File: src/rtl/hazard_scoreboard.sv
// hazard_scoreboard: tracks in-flight producers/consumers after decode and derives decode stall, per-stage forward selects and the MDU busy interlock
module hazard_scoreboard #(
  parameter int STAGES = 3,
  parameter int NSRC = 2,
  parameter int TW = 2,
  parameter int MULT_LAT = 5,
  parameter int DIV_LAT = 10,
  localparam int SW = $clog2(STAGES + 1)
) (
  input  logic                     clk,
  input  logic                     reset,
  input  logic [NSRC*5-1:0]        id_src_addr,
  input  logic [NSRC*TW-1:0]       id_src_tuse,
  input  logic [4:0]               id_dst_addr,
  input  logic                     id_dst_we,
  input  logic [TW-1:0]            id_tnew,
  input  logic                     id_mdu_req,
  input  logic [1:0]               id_mdu_start,
  input  logic                     flush,
  output logic                     stall,
  output logic [STAGES*NSRC*SW-1:0] fwd_sel,
  output logic                     mdu_busy,
  output logic [15:0]              stall_count
);
  localparam int CW = $clog2((MULT_LAT > DIV_LAT ? MULT_LAT : DIV_LAT) + 1);
  logic [STAGES:1] v, we;
  logic [4:0] dst [1:STAGES];
  logic [TW-1:0] tn [1:STAGES];
  logic [4:0] src [1:STAGES-1][0:NSRC-1];
  logic [4:0] cons [0:STAGES-1][0:NSRC-1];
  logic [CW-1:0] cnt;
  logic [SW-1:0] hit;
  logic [TW-1:0] ht;
  logic [4:0] a;
  logic data_stall, issue;
  assign mdu_busy = cnt != '0;
  assign stall = data_stall | (id_mdu_req & mdu_busy);
  assign issue = !stall && !flush;
  always_comb begin
    data_stall = 1'b0;
    fwd_sel = '0;
    hit = '0;
    ht = '0;
    a = '0;
    for (int i = 0; i < NSRC; i++) cons[0][i] = id_src_addr[i*5 +: 5];
    for (int s = 1; s < STAGES; s++)
      for (int i = 0; i < NSRC; i++) cons[s][i] = src[s][i];
    for (int s = 0; s < STAGES; s++)
      for (int i = 0; i < NSRC; i++) begin
        a = cons[s][i];
        hit = '0;
        ht = '0;
        for (int k = STAGES; k >= 1; k--)
          if (k > s && v[k] && we[k] && dst[k] == a && a != '0) begin
            hit = SW'(k);
            ht = tn[k];
          end
        fwd_sel[(s*NSRC+i)*SW +: SW] = (hit != '0 && ht == '0) ? hit : '0;
        if (s == 0 && hit != '0 && ht > id_src_tuse[i*TW +: TW]) data_stall = 1'b1;
      end
  end
  always_ff @(posedge clk or negedge reset)
    if (!reset) begin
      v <= '0;
      we <= '0;
      cnt <= '0;
      stall_count <= '0;
      for (int k = 1; k <= STAGES; k++) begin
        dst[k] <= '0;
        tn[k] <= '0;
      end
      for (int k = 1; k < STAGES; k++)
        for (int i = 0; i < NSRC; i++) src[k][i] <= '0;
    end else begin
      v[1] <= issue;
      we[1] <= issue && id_dst_we;
      dst[1] <= issue ? id_dst_addr : '0;
      tn[1] <= issue ? id_tnew : '0;
      for (int i = 0; i < NSRC; i++) src[1][i] <= issue ? id_src_addr[i*5 +: 5] : '0;
      for (int k = 2; k <= STAGES; k++) begin
        v[k] <= v[k-1];
        we[k] <= we[k-1];
        dst[k] <= dst[k-1];
        tn[k] <= tn[k-1] == '0 ? '0 : tn[k-1] - TW'(1);
      end
      for (int k = 2; k < STAGES; k++)
        for (int i = 0; i < NSRC; i++) src[k][i] <= src[k-1][i];
      cnt <= (issue && id_mdu_start == 2'b01) ? CW'(MULT_LAT) :
             (issue && id_mdu_start == 2'b10) ? CW'(DIV_LAT) :
             (cnt != '0) ? cnt - CW'(1) : cnt;
      stall_count <= (stall && stall_count != 16'hFFFF) ? stall_count + 16'd1 : stall_count;
    end
endmodule

File: config.mk
export PLATFORM = sky130hd
export DESIGN_NAME = hazard_scoreboard
export DESIGN_NICKNAME = d
export VERILOG_FILES = /design/src/rtl/hazard_scoreboard.sv
export SDC_FILE = /design/constraint.sdc
export NUM_CORES = 1
export LEC_CHECK = 0
export CORE_MARGIN = 5
export CORE_UTILIZATION = 36
export DETAILED_ROUTE_END_ITERATION = 16
export GPL_ROUTABILITY_DRIVEN = 0
export SKIP_LAST_GASP = 1
export SLEW_MARGIN = 20
export SYNTH_ARGS = -nofsm -noshare
export SYNTH_HDL_FRONTEND = slang
export SYNTH_SLANG_ARGS = --single-unit
File: constraint.sdc
create_clock -name clk -period 3.4 [get_ports clk]
set_input_delay 0.51 -clock clk [delete_from_list [all_inputs] [get_ports clk]]
set_output_delay 0.51 -clock clk [all_outputs]
set_load 0.05 [all_outputs]
==> impl_metrics.yaml <==
run_status:
  status: "finished with violations"
  violations: "setup timing"
power_and_ir_drop:
  p_per_area_nw_per_um2: 507
  leakagePower_nw: 2.29
  worst_ir_drop_vdd_uv: 351
yosys:
  dominantRegCellSynth: "dfrtp_1"
  async_flop_share_pct: 100
  ys_ff_latch: 67
  synth_top_area_share_pct: 47.5
  synthDistinctLibCells: 49
  synth_area_leaders: "dfrtp_1 48%, xnor2_1 13%, xor2_1 4.0%"
  syn-instance-count: 338
  seq_area_frac_synth_pct: 47.5
  syn_area_um2: 3530
  syn-num-nets: 373
  synth_edf_count: 0
  syn_avg_cell_area_um2: 10.4
  yosys.area.top_type: "dfrtp_1"
  yosys_warnings: 0
timing:
  finalMaxSlewViolations: 0
  hold_violations: 0
  min_period_over_period_pct: 103
  fmaxAchievable_mhz: 285
  rsz0062_at_grt: "yes"
  whs_ns: 0.101
  setup_violations: 1
  finalCriticalPeriod_ns: 3.51
  worst_slack_ns: -0.111
  worst_pin_slew_ns: 0.516
  tns_ns: -0.111
  maxSlewHeadroom_pct: 65.5
  skew_ns: 0.0120
detailed_routing:
  vias_per_cell: 4.80
  vias: 2861
  avgRoutedWirePerCell_um: 15.0
  routed_wl_mm: 8.93
  drc: 0
  drtIter0Drc: 118
  first_pass_iters: 4
  antenna_left: 0
setup_path:
  cp-start-kind: "primary input"
  reg2reg_to: "cnt[2]"
  crit_required_ns: 2.89
  r2r_setup_slack_ns: 0.07
  worstPathArrival_ns: 3.00
  ff2ff_path_depth: 17
  worstReg2RegStart: "dst[8]"
  endpoint_kind: "output port"
  path_max_fanout: 3
  setup.worst_path.class: "primary input to output port"
die:
  die_height_um: 109
  core-area_um2: 9680
  pin_count: 58
  die_area_um2: 11900
  start_util_pct: 36.4
  rows: 36
  die_x_um: 109
layout:
  synthToLayoutAreaGrowth_pct: 47.2
  final-seq-area_um2: 1680
  drive_above_1_share_pct: 30.9
  num-fill-cells: 846
  antenna_cells: 0
  multiInputGateArea_um2: 1970
  fin_nets: 493
  postLayoutCoreUtil_pct: 53.6
global_routing:
  grt_max_degree: 27
  grt_pass1_wl_mm: 14.5
  grt_use_total_pct: 15.9
  grt_overflow: 0
  grt_pass1_vias: 2944
  antenna_found_initial: 0
clocking:
  clock_latency_ns: 0.34
  cts.path.max_buffers: 2
  cts_buffers: 9
  htree_levels: 3
  cts_tree: "built"
  clock-root-buffer: "clkbuf_8"
  clkSinkCount: 67
  cts_hold_buf: 0
  clkTransAtPathRegs_ns: 0.08
min_path:
  worstHoldPathType: "primary input to asynchronous set/reset pin"
flow_run:
  max_cap_violations: 0
placed_design:
  dp_slack_ns: -0.673
  dp_hpwl_mm: 6.64
  io_buffers: 57
how the worst max path moves through the flow:
stage / from / end / cells after the start
after floorplan: dst[2] / fwd_sel[5] / 5
after global placement: id_src_addr[6] / stall / 13
after CTS: dst[6] / stall / 11
final: id_src_addr[7] / stall / 14
after global routing: dst[8] / stall / 14
after detailed placement: id_src_addr[6] / stall / 13
area by class of cell:
| class | instances | share of cell area [%] |
|---|---|---|
| Clock buffer | 9 | 2.38 |
| Sequential cell | 67 | 32.3 |
| Clock inverter | 7 | 1.78 |
| Timing Repair Buffer | 124 | 21.4 |
| Tap cell | 133 | 3.20 |
| Inverter | 14 | 1.01 |
| Multi-Input combinational cell | 242 | 37.9 |
logic make-up (layout without fill, tap and decap cells):
logic type	Yosys count	in the layout	synth area share, %
flops	67	67	47.5
simple gates	126	126	19.9
buf+inv	29	154	3.69
xor+xnor	70	70	17.4
mux	5	5	1.52
fa+ha+maj	7	7	2.48
compound gates	34	34	7.59
power by group:
part / switching [W] / total [W] / internal [W] / leakage (nW)
Sequential: 0.000112 / 0.00102 / 0.000906 / 0.888
Combinational: 0.000491 / 0.000903 / 0.000413 / 1.29
Clock: 0.000304 / 0.000715 / 0.000411 / 0.113
Total: 0.000907 / 0.00264 / 0.00173 / 2.29
cell usage after synthesis (3+ instances only):
library cell and instances:
o31ai_1 3, nor3_1 7, nor2_1 21, and2_1 21, nand3_1 15, nor4_1 5, buf_4 4, xnor2_1 54
xor2_1 16, clkbuf_1 6, a21oi_1 9, nand2_1 16, o21ai_0 3, mux2_2 3, dfrtp_1 67, or3_1 3
inv_1 14, buf_2 4, nand4_1 13, ha_1 7, or4_1 4, and3_1 7
stage by stage:
step / total power (W) / instances / cell area [um^2]
after floorplan: 0.00157 / 338 / 3550
after global placement: 0.00185 / 563 / 4630
after detailed placement: 0.00187 / 563 / 4630
after CTS: 0.00263 / 589 / 5040
after global routing: 0.00280 / 596 / 5190
final: 0.00264 / 596 / 5190
placed cells by master, fill, tap and decap left out, drive strengths merged, types with 7 or more instances in the layout:
cell and n:
xnor2 54, a21oi 9, nor2 22, clkbuf 9, nand4 13, clkdlybuf4s50 40, nand2 16, xor2 16
buf 80, nor3 8, ha 7, inv 14, and2 21, and3 7, dfrtp 67, nand3 15
timing repair:
| item | CTS | global route |
|---|---|---|
| pin swaps | 14 | 24 |
| setup endpoints to repair | 44 | 41 |
| resized for setup | 55 | 33 |
| buffers inserted | 10 | 10 |
state kept, by name, indices dropped and copies added (netlist names):
name	count
we	3
a	5
tn	6
cons	15
cnt	4
dst	15
v	3
stall_count	16
critical path, cell delays in order:
cell	delay, ns
buf_6	0.10
or4_4	0.53
nor2_4	0.18
nor4_4	0.09
buf_4	0.16
a22o_1	0.22
mux2i_2	0.20
ha_2	0.22
inv_2	0.04
a21oi_2	0.11
a21oi_1	0.05
o31a_1	0.13
a211o_1	0.29
buf_12	0.17
per-layer routing:
layer | wire length (um) | global-route usage, %
met2 | 4370 | 25.1
met4 | 249 | 7.94
met1 | 4020 | 21.2
met5 | 0 | 0
met3 | 281 | 2.31
(Power assumes the default switching activity.)
